File: src/rtl/dec_pkg.sv
`default_nettype none
// ============================================================================
//  Module      : dec_pkg
//  Description : Shared types and constants for the DMA read arbiter:
//                engine-id width, in-flight tag layout and FSM states.
//  Revision    : 1.0 - initial release
// ============================================================================
package dec_pkg;

    // The id field is sized for the largest supported engine count (8), so
    // one tag layout serves every legal NUM_ENG value.
    localparam int MAX_ENG  = 8;
    localparam int ENG_ID_W = $clog2(MAX_ENG);
    localparam int LEN_W    = 8;

    // One accepted burst: owning engine and AXI length (beats-1).
    typedef struct packed {
        logic [ENG_ID_W-1:0] id;
        logic [LEN_W-1:0]    len;
    } rd_tag_t;

    typedef enum logic [0:0] {
        IDLE  = 1'b0,
        GRANT = 1'b1
    } arb_state_t;

endpackage
`default_nettype wire

File: src/rtl/rd_tag_fifo.sv
`default_nettype none
// ============================================================================
//  Module      : rd_tag_fifo
//  Description : Synchronous FIFO with first-word-fall-through head, used to
//                hold the owner/length tag of every accepted read burst.
//  Revision    : 1.0 - initial release
// ============================================================================
module rd_tag_fifo #(
    parameter int DEPTH = 8,
    parameter int WIDTH = 11
) (
    input  logic                     clk,
    input  logic                     rst,
    input  logic                     i_push,
    input  logic [WIDTH-1:0]         i_din,
    input  logic                     i_pop,
    output logic [WIDTH-1:0]         o_dout,
    output logic                     o_full,
    output logic                     o_empty,
    output logic [$clog2(DEPTH):0]   o_count
);

    localparam int PTR_W = $clog2(DEPTH);
    localparam int CNT_W = PTR_W + 1;

    logic [WIDTH-1:0] r_mem [DEPTH];
    logic [PTR_W-1:0] r_wr_ptr;
    logic [PTR_W-1:0] r_rd_ptr;
    logic [CNT_W-1:0] r_count;
    logic             w_wr_en;
    logic             w_rd_en;

    // Guard both ports so a stray push/pop can never corrupt the occupancy.
    assign w_wr_en = i_push && (r_count != CNT_W'(DEPTH));
    assign w_rd_en = i_pop  && (r_count != '0);

    assign o_dout  = r_mem[r_rd_ptr];
    assign o_full  = (r_count == CNT_W'(DEPTH));
    assign o_empty = (r_count == '0);
    assign o_count = r_count;

    // Storage array; contents are don't-care until written.
    always_ff @(posedge clk) begin
        if (w_wr_en) begin
            r_mem[r_wr_ptr] <= i_din;
        end
    end

    // Pointers and occupancy; push and pop together leave the count unchanged.
    always_ff @(posedge clk) begin
        if (rst) begin
            r_wr_ptr <= '0;
            r_rd_ptr <= '0;
            r_count  <= '0;
        end else begin
            if (w_wr_en) begin
                r_wr_ptr <= r_wr_ptr + PTR_W'(1);
            end
            if (w_rd_en) begin
                r_rd_ptr <= r_rd_ptr + PTR_W'(1);
            end
            case ({w_wr_en, w_rd_en})
                2'b10:   r_count <= r_count + CNT_W'(1);
                2'b01:   r_count <= r_count - CNT_W'(1);
                default: r_count <= r_count;
            endcase
        end
    end

endmodule
`default_nettype wire

File: src/rtl/dma_rd_arbiter.sv
`default_nettype none
// ============================================================================
//  Module      : dma_rd_arbiter
//  Description : Round-robin sharing of one DMA read channel between NUM_ENG
//                engines; accepted bursts are tagged in order and returned
//                beats are steered to the owning engine.
//  Revision    : 1.0 - initial release
// ============================================================================
module dma_rd_arbiter
    import dec_pkg::*;
#(
    parameter int NUM_ENG            = 4,
    parameter int C_M_AXI_ADDR_WIDTH = 64,
    parameter int C_M_AXI_DATA_WIDTH = 512,
    parameter int MAX_OUTSTANDING    = 8
) (
    input  logic                                    clk,
    input  logic                                    rst,
    input  logic [NUM_ENG-1:0]                      eng_rd_req,
    input  logic [NUM_ENG*C_M_AXI_ADDR_WIDTH-1:0]   eng_rd_addr,
    input  logic [NUM_ENG*8-1:0]                    eng_rd_len,
    output logic [NUM_ENG-1:0]                      eng_rd_req_ack,
    output logic [C_M_AXI_DATA_WIDTH-1:0]           eng_rd_data,
    output logic [NUM_ENG-1:0]                      eng_rd_data_valid,
    input  logic [NUM_ENG-1:0]                      eng_rd_data_taken,
    output logic                                    dma_rd_req,
    output logic [C_M_AXI_ADDR_WIDTH-1:0]           dma_rd_addr,
    output logic [7:0]                              dma_rd_len,
    input  logic                                    dma_rd_req_ack,
    input  logic [C_M_AXI_DATA_WIDTH-1:0]           dma_rd_data,
    input  logic                                    dma_rd_data_valid,
    output logic                                    dma_rd_data_taken,
    output logic [$clog2(MAX_OUTSTANDING):0]        outstanding,
    output logic                                    stray_data
);

    localparam int AW    = C_M_AXI_ADDR_WIDTH;
    localparam int CNT_W = $clog2(MAX_OUTSTANDING) + 1;

    arb_state_t            r_state;
    arb_state_t            w_state_nxt;
    logic [ENG_ID_W-1:0]   r_last_grant;
    logic [ENG_ID_W-1:0]   r_grant_id;
    logic [AW-1:0]         r_addr;
    logic [7:0]            r_len;
    logic [7:0]            r_beat_cnt;
    logic                  r_stray;

    logic [MAX_ENG-1:0]    w_req_pad;
    logic [MAX_ENG-1:0]    w_taken_pad;
    logic [ENG_ID_W-1:0]   w_idx;
    logic [ENG_ID_W-1:0]   w_win_id;
    logic                  w_win_vld;
    logic [AW-1:0]         w_win_addr;
    logic [7:0]            w_win_len;
    logic                  w_grant_load;
    logic                  w_push;
    logic                  w_pop;
    logic                  w_beat;
    rd_tag_t               w_push_tag;
    rd_tag_t               w_head_tag;
    logic                  w_fifo_full;
    logic                  w_fifo_empty;
    logic [CNT_W-1:0]      w_count;

    // Round-robin search: the first requester after last_grant, modulo NUM_ENG.
    // Iterating downward lets the nearest candidate overwrite farther ones.
    always_comb begin
        w_req_pad              = '0;
        w_req_pad[NUM_ENG-1:0] = eng_rd_req;
        w_idx                  = '0;
        w_win_vld              = 1'b0;
        w_win_id               = '0;
        for (int k = NUM_ENG; k >= 1; k--) begin
            w_idx = ENG_ID_W'((int'(r_last_grant) + k) % NUM_ENG);
            if (w_req_pad[w_idx]) begin
                w_win_vld = 1'b1;
                w_win_id  = w_idx;
            end
        end
    end

    // Select the winning engine's address and length.
    always_comb begin
        w_win_addr = '0;
        w_win_len  = '0;
        for (int i = 0; i < NUM_ENG; i++) begin
            if (w_win_id == ENG_ID_W'(i)) begin
                w_win_addr = eng_rd_addr[i*AW +: AW];
                w_win_len  = eng_rd_len[i*8 +: 8];
            end
        end
    end

    // Next-state logic: grant only when a tag slot is free, push on DMA ack.
    always_comb begin
        w_state_nxt  = r_state;
        w_grant_load = 1'b0;
        w_push       = 1'b0;
        case (r_state)
            IDLE: begin
                if (w_win_vld && !w_fifo_full) begin
                    w_grant_load = 1'b1;
                    w_state_nxt  = GRANT;
                end
            end
            GRANT: begin
                if (dma_rd_req_ack) begin
                    w_push      = 1'b1;
                    w_state_nxt = IDLE;
                end
            end
            default: w_state_nxt = IDLE;
        endcase
    end

    // State register plus the captured request, held stable while in GRANT.
    always_ff @(posedge clk) begin
        if (rst) begin
            r_state      <= IDLE;
            r_last_grant <= ENG_ID_W'(NUM_ENG - 1);
            r_grant_id   <= '0;
            r_addr       <= '0;
            r_len        <= '0;
        end else begin
            r_state <= w_state_nxt;
            if (w_grant_load) begin
                r_grant_id <= w_win_id;
                r_addr     <= w_win_addr;
                r_len      <= w_win_len;
            end
            if (w_push) begin
                r_last_grant <= r_grant_id;
            end
        end
    end

    assign w_push_tag = '{id: r_grant_id, len: r_len};

    rd_tag_fifo #(
        .DEPTH (MAX_OUTSTANDING),
        .WIDTH ($bits(rd_tag_t))
    ) u_tag_fifo (
        .clk     (clk),
        .rst     (rst),
        .i_push  (w_push),
        .i_din   (w_push_tag),
        .i_pop   (w_pop),
        .o_dout  (w_head_tag),
        .o_full  (w_fifo_full),
        .o_empty (w_fifo_empty),
        .o_count (w_count)
    );

    assign dma_rd_req  = (r_state == GRANT);
    assign dma_rd_addr = r_addr;
    assign dma_rd_len  = r_len;
    assign eng_rd_data = dma_rd_data;
    assign outstanding = w_count;
    assign stray_data  = r_stray;

    // Return-path steering: head tag owns both the valid and the flow control.
    always_comb begin
        w_taken_pad              = '0;
        w_taken_pad[NUM_ENG-1:0] = eng_rd_data_taken;
        eng_rd_req_ack           = '0;
        eng_rd_data_valid        = '0;
        for (int i = 0; i < NUM_ENG; i++) begin
            eng_rd_req_ack[i]    = w_push && (r_grant_id == ENG_ID_W'(i));
            eng_rd_data_valid[i] = dma_rd_data_valid && !w_fifo_empty &&
                                   (w_head_tag.id == ENG_ID_W'(i));
        end
        dma_rd_data_taken = !w_fifo_empty && w_taken_pad[w_head_tag.id];
    end

    assign w_beat = dma_rd_data_valid && dma_rd_data_taken;
    assign w_pop  = w_beat && (r_beat_cnt == w_head_tag.len);

    // Beat counter within the head burst; wraps to zero when the burst retires.
    always_ff @(posedge clk) begin
        if (rst) begin
            r_beat_cnt <= '0;
        end else if (w_pop) begin
            r_beat_cnt <= '0;
        end else if (w_beat) begin
            r_beat_cnt <= r_beat_cnt + 8'd1;
        end
    end

    // Sticky flag for data arriving with nothing outstanding.
    always_ff @(posedge clk) begin
        if (rst) begin
            r_stray <= 1'b0;
        end else if (dma_rd_data_valid && w_fifo_empty) begin
            r_stray <= 1'b1;
        end
    end

endmodule
`default_nettype wire
File: config.mk
export PLATFORM = sky130hd
export DESIGN_NAME = dma_rd_arbiter
export DESIGN_NICKNAME = d
export VERILOG_FILES = /design/src/rtl/dec_pkg.sv /design/src/rtl/rd_tag_fifo.sv /design/src/rtl/dma_rd_arbiter.sv
export SDC_FILE = /design/constraint.sdc
export NUM_CORES = 1
export LEC_CHECK = 0
export BUFFER_PORTS_ARGS = -buffer_cell sky130_fd_sc_hd__buf_2
export CORE_AREA = 4 4 554 556
export DETAILED_ROUTE_END_ITERATION = 8
export DIE_AREA = 0 0 558 560
export SLEW_MARGIN = 10
export SYNTH_ARGS = -nofsm -noshare
export SYNTH_HDL_FRONTEND = slang
export SYNTH_SLANG_ARGS = --single-unit
File: constraint.sdc
create_clock -name clk -period 3.1 [get_ports clk]
set_input_delay 0.155 -clock clk [delete_from_list [all_inputs] [get_ports clk]]
set_output_delay 0.155 -clock clk [all_outputs]
set_load 0.02 [all_outputs]
==> results of run 1 <==
critical path: stages (launching register included):
cell and delay, ns:
dfxtp_4 0.41, buf_6 0.14, mux2_4 0.29, mux4_2 0.50
mux4_2 0.43, nand2_8 0.06, nor4_4 0.19, ha_2 0.27
xor2_1 0.16, ha_1 0.17, a21oi_1 0.05, xor2_1 0.15
or3_1 0.33, a21oi_2 0.14
cell usage in the layout (no fill, tap or decap), types with 3 or more instances in the layout:
master           n
nand2b_1         7
diode_2         29
and4_1           3
nand2_1        229
buf_4           73
a311o_1         72
dfxtp_1         97
or3_1            3
a211oi_1        72
buf_2          384
o21ai_0          4
buf_12          16
buf_6            4
nor4b_1         72
clkbuf_16       25
mux4_2          16
mux2_1           3
inv_1            3
a21oi_1         82
xor2_1          15
nand3_1          9
mux2_4           4
nor3_1           5
nor2b_1          9
dlygate4sd3_1   88
edfxtp_1        80
nand4_1          3
mux2i_1         13
ha_1             4
and3_1           3
mux2i_2          4
nor2_1          35
layout make-up:
class,instances,area share [%]
well taps,3978,26.6
multi-input cells,700,25.8
flip-flops and latches,179,23.5
repair buffers,565,19.9
clock buffers,26,3.42
diodes,29,0.389
clock inverters,6,0.322
inverters,3,0.0603
routing by layer:
| layer | vias up | part of all wire [%] | GRT usage [%] |
|---|---|---|---|
| met5 | - | 0.34 | 1.64 |
| met4 | 10 | 4.7 | 5.25 |
| met3 | 309 | 36 | 21.1 |
| met2 | 1543 | 40 | 17.7 |
| met1 | 5114 | 19 | 6.82 |
| li1 | 4708 | - | - |
cells by family (layout without fill, tap and decap cells):
group | count (synthesis) | in the layout | share of synthesized area [%]
AND/OR/NAND/NOR | 393 | 393 | 15.1
adder cells (fa/ha/maj) | 6 | 6 | 0.564
XOR/XNOR | 16 | 16 | 1.05
buffers and inverters | 614 | 600 | 31.9
flip-flops | 179 | 179 | 32.9
multiplexers | 42 | 42 | 4.80
AO/OA/AOI/OAI | 243 | 243 | 13.6
other | 0 | 29 | 0
registers in the layout, indices dropped and copies added (netlist names), named ones only:
name,flops
u_tag_fifo.r_rd_ptr,3
u_tag_fifo.r_mem,80
r_beat_cnt,8
r_last_grant,2
u_tag_fifo.o_count,4
dma_rd_req,1
stray_data,1
u_tag_fifo.r_wr_ptr,3
r_grant_id,2
dma_rd_len,8
dma_rd_addr,64
power breakdown:
part,switching (mW),internal [mW],leakage [nW]
clock,1.16,1.55,0.343
sequential,0.136,2.62,1.55
combinational,1.37,0.811,3.89
metrics by stage:
| step | setup WS, ns | instances | instance area (um^2) | setup TNS, ns |
|---|---|---|---|---|
| 3_3_place_gp | -0.416 | 5330 | 16900 | -0.846 |
| 5_1_grt | -0.463 | 5481 | 18700 | -0.863 |
| 6_report | -0.236 | 5486 | 18700 | -0.389 |
| 2_1_floorplan | -0.176 | 1493 | 13300 | -0.195 |
| 3_5_place_dp | -0.380 | 5330 | 16900 | -0.729 |
| 4_1_cts | -0.244 | 5453 | 18500 | -0.429 |
how the worst max path moves through the flow:
stage | slack [ns] | from | depth (start not counted) | endpoint
finish | -0.24 | flip-flop | 13 | u_tag_fifo.o_count[2]$_SDFFE_PP0P_
global route | -0.46 | flip-flop | 13 | u_tag_fifo.o_count[2]$_SDFFE_PP0P_
CTS | -0.24 | flip-flop | 13 | u_tag_fifo.o_count[2]$_SDFFE_PP0P_
detailed placement | -0.38 | flip-flop | 13 | u_tag_fifo.o_count[2]$_SDFFE_PP0P_
global placement | -0.42 | flip-flop | 14 | u_tag_fifo.o_count[3]$_SDFFE_PP0P_
floorplan | -0.18 | flip-flop | 15 | u_tag_fifo.o_count[2]$_SDFFE_PP0P_
synthesized netlist by cell type (4+ instances only):
library cell	n
ha_1	6
nand2b_1	7
a211oi_1	72
buf_4	513
or3_1	4
dfxtp_1	99
a311o_1	72
xor2_1	15
mux2i_1	17
a21oi_1	84
nor4b_1	72
buf_1	5
nor2b_1	10
clkbuf_1	88
mux2_1	5
nand2_1	229
edfxtp_1	80
mux4_2	16
nand3_1	9
nor3_1	6
nor2_1	36
o21ai_0	4
timing repair:
item / in CTS / in global routing
setup endpoints to repair: 4 / 21
hold buffers: 88 / 0
endpoints found under the hold margin: 59 / 0
buffers inserted: 3 / 4
resized for setup: 8 / 14
pin swaps: 3 / 7
==> out/qor.yml, run 1 <==
clock_network:
  clk-insertion-delay-late_ns: 0.56
  clkTransAtPathRegs_ns: 0.07
  clkSinkCount: 179
  numCtsBuffers: 25
  tritoncts: "done"
  h-tree-depth: 4
  clockBufferDepth: 3
  root_buffer: "clkbuf_16"
route:
  drc: 0
  wl_mm: 205
  antenna_left: 0
  drtIter0Drc: 627
  wl_per_cell_um: 37.3
  dr.pass1.iters: 5
  vias: 11700
  viasPerCell: 2.13
synthesis:
  yosys.cell_types.count: 47
  synth_enable_flop_cells: 80
  avgSynthCellArea_um2: 8.92
  synth_warnings: 0
  synthFlopType: "dfxtp_1"
  yosys_register_bits: 179
  ys_seq_area_share_pct: 32.9
  synth.area.top_cells: "buf_4, edfxtp_1, dfxtp_1"
  syn_nets: 2311
  synth_area_um2: 13300
  yosys.area.top_type_share_pct: 28.9
  synth_top_cell_by_area: "buf_4"
  synth-async-reset-ratio_pct: 0
  synthCells: 1493
final_layout:
  nets: 2292
  finalCoreUtilization_pct: 6.18
  fillers: 35500
  drive_above_1_share_pct: 37.7
  regArea_um2: 4390
  multi_input_area_um2: 4810
  areaGrowthSynthToFinish_pct: 40.3
run:
  cap_violations: 0
die:
  coreArea_um2: 302000
  ios: 1411
  die_x_um: 558
  start_util_pct: 4.41
  dieArea_um2: 312000
  die_y_um: 560
  rows: 202
worst_setup_path:
  critPathMaxFanout: 5
  crit_type: "flip-flop to flip-flop"
  startpoint_type: "flip-flop"
  arrival_ns: 3.83
  r2r_end: "u_tag_fifo.o_count[2]$_SDFFE_PP0P_"
  reg2reg_depth: 13
  cp-end-kind: "flip-flop"
  r2r_setup_slack_ns: -0.24
  cp.required_ns: 3.59
timing:
  whs_ns: 0.0321
  setup_violations: 2
  timing.fmax_mhz: 300
  finalHoldViolations: 0
  period_needed_ns: 3.34
  rsz0062_at_grt: "yes"
  relSlewSlack_pct: 20.5
  worst_pin_slew_ns: 1.19
  drv_slew: 0
  finalClockSkew_ns: 0.0256
  period_share_pct: 108
  setup_ws_ns: -0.236
hold_path:
  holdPathStages: 2
  hold_end: "stray_data$_SDFFE_PP0P_"
  worstHoldStart: "rst"
  hold_class: "input pin to flip-flop"
power:
  p_per_area_nw_per_um2: 410
  p_total_mw: 7.65
  peakVddDrop_v: 0.000400
  p_leak_nw: 5.79
grt:
  grt_pass1_wl_mm: 230
  grt_max_degree: 66
  grt_pass1_vias: 11500
  antenna_found_initial: 51
  track_usage_pct: 12.5
  grt_remaining_overflow: 0
outcome:
  violations: "negative setup slack"
  status: "finished, violations left"
placement:
  io_buffers: 386
  dpl.hpwl_mm: 191
  routabilityCongestion: 0.937
No activity file was read; power rests on OpenSTA's default activity.
==> run 2, diff against run 1 <==
--- a/config.mk
+++ b/config.mk
@@ -5,7 +5,7 @@
 export SDC_FILE = /design/constraint.sdc
 export NUM_CORES = 1
 export LEC_CHECK = 0
-export BUFFER_PORTS_ARGS = -buffer_cell sky130_fd_sc_hd__buf_2
+export BUFFER_PORTS_ARGS = -buffer_cell sky130_fd_sc_hd__buf_4
 export CORE_AREA = 4 4 554 556
 export DETAILED_ROUTE_END_ITERATION = 8
 export DIE_AREA = 0 0 558 560
==> run 2 against run 1 <==
Effect of this change: the flow still finishes with violations (negative setup slack); fmax up 1.2%; largest cell class unchanged; clock skew down 0.0073 ns; critical endpoint unchanged; global-route usage is essentially flat; critical path type unchanged; via count shrank 1.2%; clock power fell by 12%.
==> out/qor.yml, run 2 (same netlist as run 1, synthesis figures left out) <==
route:
  dr.pass1.iters: 5  # unchanged
  viasPerCell: 2.12  # was 2.13
  wl_per_cell_um: 37.5  # was 37.3 um
  wl_met2_mm: 80.4  # was 81.4 mm
  vias: 11500  # was 11,700
  wl_mm: 204  # was 205 mm
  dr_wl_met3_mm: 73.6  # was 74.2 mm
  drtIter0Drc: 543  # was 627
  maxUsedRoutingLayer: "met5"  # unchanged
  met1_length_mm: 38.9  # was 39.0 mm
  drc: 0  # unchanged
  antenna_left: 0  # unchanged
worst_setup_path:
  path_buf_inv: 1  # unchanged
  arrival_ns: 3.75  # was 3.83 ns
  cp-end-kind: "flip-flop"  # unchanged
  crit_slowest_cell: "mux4_2"  # unchanged
  slowest_delay_ns: 0.50  # about the same
  crit_type: "flip-flop to flip-flop"  # unchanged
  critPathMaxFanout: 5  # unchanged
  cp.required_ns: 3.55  # was 3.59 ns
  crit_path_cell_trace: "buf_12 -> mux2_4 -> mux4_2 -> mux4_2 -> nand2_8 -> nor4_4 -> ha_2 -> xor2_1 -> ha_1 -> a21oi_1 -> xor2_1 -> or3_1 -> a21oi_2"  # was buf_6 -> mux2_4 -> mux4_2 -> mux4_2 -> nand2_8 -> nor4_4 -> ha_2 -> xor2_1 -> ha_1 -> a21oi_1 -> xor2_1 -> or3_1 -> a21oi_2
  critical-path-top-delay-family: "multiplexers"  # unchanged
  startpoint_type: "flip-flop"  # unchanged
clock_network:
  clkTransAtPathRegs_ns: 0.10  # was 0.07 ns
  clkSinkCount: 179  # unchanged
  h-tree-depth: 4  # unchanged
  clockBufferDepth: 2  # was 3
  clk-insertion-delay-late_ns: 0.52  # was 0.56 ns
  tritoncts: "done"  # unchanged
  numCtsBuffers: 17  # was 25
  root_buffer: "clkbuf_16"  # unchanged
final_layout:
  largest-register: "u_tag_fifo.r_mem"  # unchanged
  fillers: 35500  # about the same
  drive_above_1_share_pct: 38.2  # was 37.7%
  finalCoreUtilization_pct: 6.33  # was 6.18%
  final_common_cell: "buf_4"  # was buf_2
  nets: 2245  # was 2,292
  final_cell_mix: "buf_4, nand2_1, dfxtp_1, a21oi_1, edfxtp_1"  # was buf_2, nand2_1, dfxtp_1, dlygate4sd3_1, a21oi_1
  largest_reg_flops: 80  # unchanged
  areaGrowthSynthToFinish_pct: 43.6  # was 40.3%
timing:
  worst_pin_slew_ns: 1.02  # was 1.19 ns
  fin_tns_setup_ns: -0.381  # was -0.389 ns
  setup_violations: 2  # unchanged
  period_share_pct: 106  # was 108%
  period_needed_ns: 3.30  # was 3.34 ns
  timing.fmax_mhz: 303  # was 300 MHz
  setup_ws_ns: -0.197  # was -0.236 ns
  relSlewSlack_pct: 31.8  # was 20.5%
  finalHoldViolations: 0  # unchanged
  drv_slew: 0  # unchanged
  finalClockSkew_ns: 0.0183  # was 0.0256 ns
  rsz0062_at_grt: "yes"  # unchanged
placement:
  post-place-ws_ns: -0.275  # was -0.380 ns
  routabilityCongestion: 0.934  # was 0.937
  dpl.hpwl_mm: 191  # about the same
  io_buffers: 386  # unchanged
outcome:
  status: "finished, violations left"  # unchanged
  violations: "negative setup slack"  # unchanged
die:
  rows: 202  # unchanged
  coreArea_um2: 302000  # unchanged
  ios: 1411  # unchanged
  start_util_pct: 4.41  # unchanged
  die_x_um: 558  # unchanged
  dieArea_um2: 312000  # unchanged
  die_y_um: 560  # unchanged
power:
  p_leak_nw: 5.85  # was 5.79 nW
  p_per_area_nw_per_um2: 386  # was 410 nW/um^2
  power_frac_seq_pct: 37.5  # was 36.1%
  p_total_mw: 7.38  # was 7.65 mW
  intPower_mw: 4.65  # was 4.98 mW
  p_comb_share_pct: 30.2  # was 28.5%
  p_clk_share_pct: 32.4  # was 35.4%
  power_switching_mw: 2.73  # was 2.67 mW
  swShare_pct: 37.0  # was 34.9%
  peakVddDrop_v: 0.000532  # was 0.000400 V
hold_path:
  hold_class: "input pin to flip-flop"  # unchanged
run:
  cap_violations: 0  # unchanged
grt:
  grt_max_degree: 76  # was 66
  grt_pass1_wl_mm: 230  # about the same
  antenna_found_initial: 48  # was 51
  track_usage_pct: 12.5  # about the same
  grt_pass1_vias: 11600  # was 11,500
  grt_remaining_overflow: 0  # unchanged
run 2: per-layer routing:
metal,GRT usage (%),vias up
li1,-,4629
met1,6.88,5104
met2,17.5,1483
met3,20.9,315
met4,5.55,14
met5,2.52,-
run 2: worst register-to-register path: stages, from the launching register on:
cell,delay (ns)
dfxtp_4,0.37
buf_12,0.13
mux2_4,0.28
mux4_2,0.50
mux4_2,0.43
nand2_8,0.07
nor4_4,0.22
ha_2,0.25
xor2_1,0.16
ha_1,0.16
a21oi_1,0.04
xor2_1,0.15
or3_1,0.33
a21oi_2,0.14
run 2: stage by stage:
stage          cell area [um^2]  instances  hold slack [ns]
2_1_floorplan             13300       1493            0.296
3_5_place_dp              17800       5328            0.310
3_3_place_gp              17800       5328            0.310
4_1_cts                   19000       5416          0.00137
6_report                  19100       5450           0.0633
5_1_grt                   19100       5447           0.0290
run 2: worst paths after layout:
path / start / to / slack, ns / cells after the start
max: flip-flop / u_tag_fifo.o_count[2]$_SDFFE_PP0P_ / -0.20 / 13
min: eng_rd_len[15] / dma_rd_len[7]$_SDFFE_PP0P_ / 0.06 / 4
max reg2reg: flip-flop / u_tag_fifo.o_count[2]$_SDFFE_PP0P_ / -0.20 / 13
min reg2reg: dma_rd_addr[5]$_SDFFE_PP0P_ / dma_rd_addr[5]$_SDFFE_PP0P_ / 0.46 / 2
run 2: timing repair:
item                                    4_1_cts  5_1_grt
buffers inserted                              2        2
endpoints found under the setup margin        2       12
pin swaps                                     2        0
endpoints found under the hold margin        46        0
hold buffers                                 54        0
resized for setup                             7        4
run 2: power groups by stage:
stage                     Combinational (mW)  Sequential, mW  Clock [mW]
final                                   2.23            2.77        2.39
after global routing                    2.39            2.79        2.59
after CTS                               2.30            2.78        2.53
after detailed placement                2.20            2.83           0
after global placement                  2.21            2.82           0
after floorplan                         1.71            2.91           0
run 2: final cells by class:
cell class                      count  area (um^2)  area share [%]
Clock inverter                     14          176           0.923
Sequential cell                   179         4390            23.0
Multi-Input combinational cell    700         4780            25.0
Timing Repair Buffer              526         4260            22.3
Tap cell                         3978         4980            26.0
Clock buffer                       18          439            2.30
Inverter                            3         11.3          0.0589
Antenna cell                       32         80.1           0.419
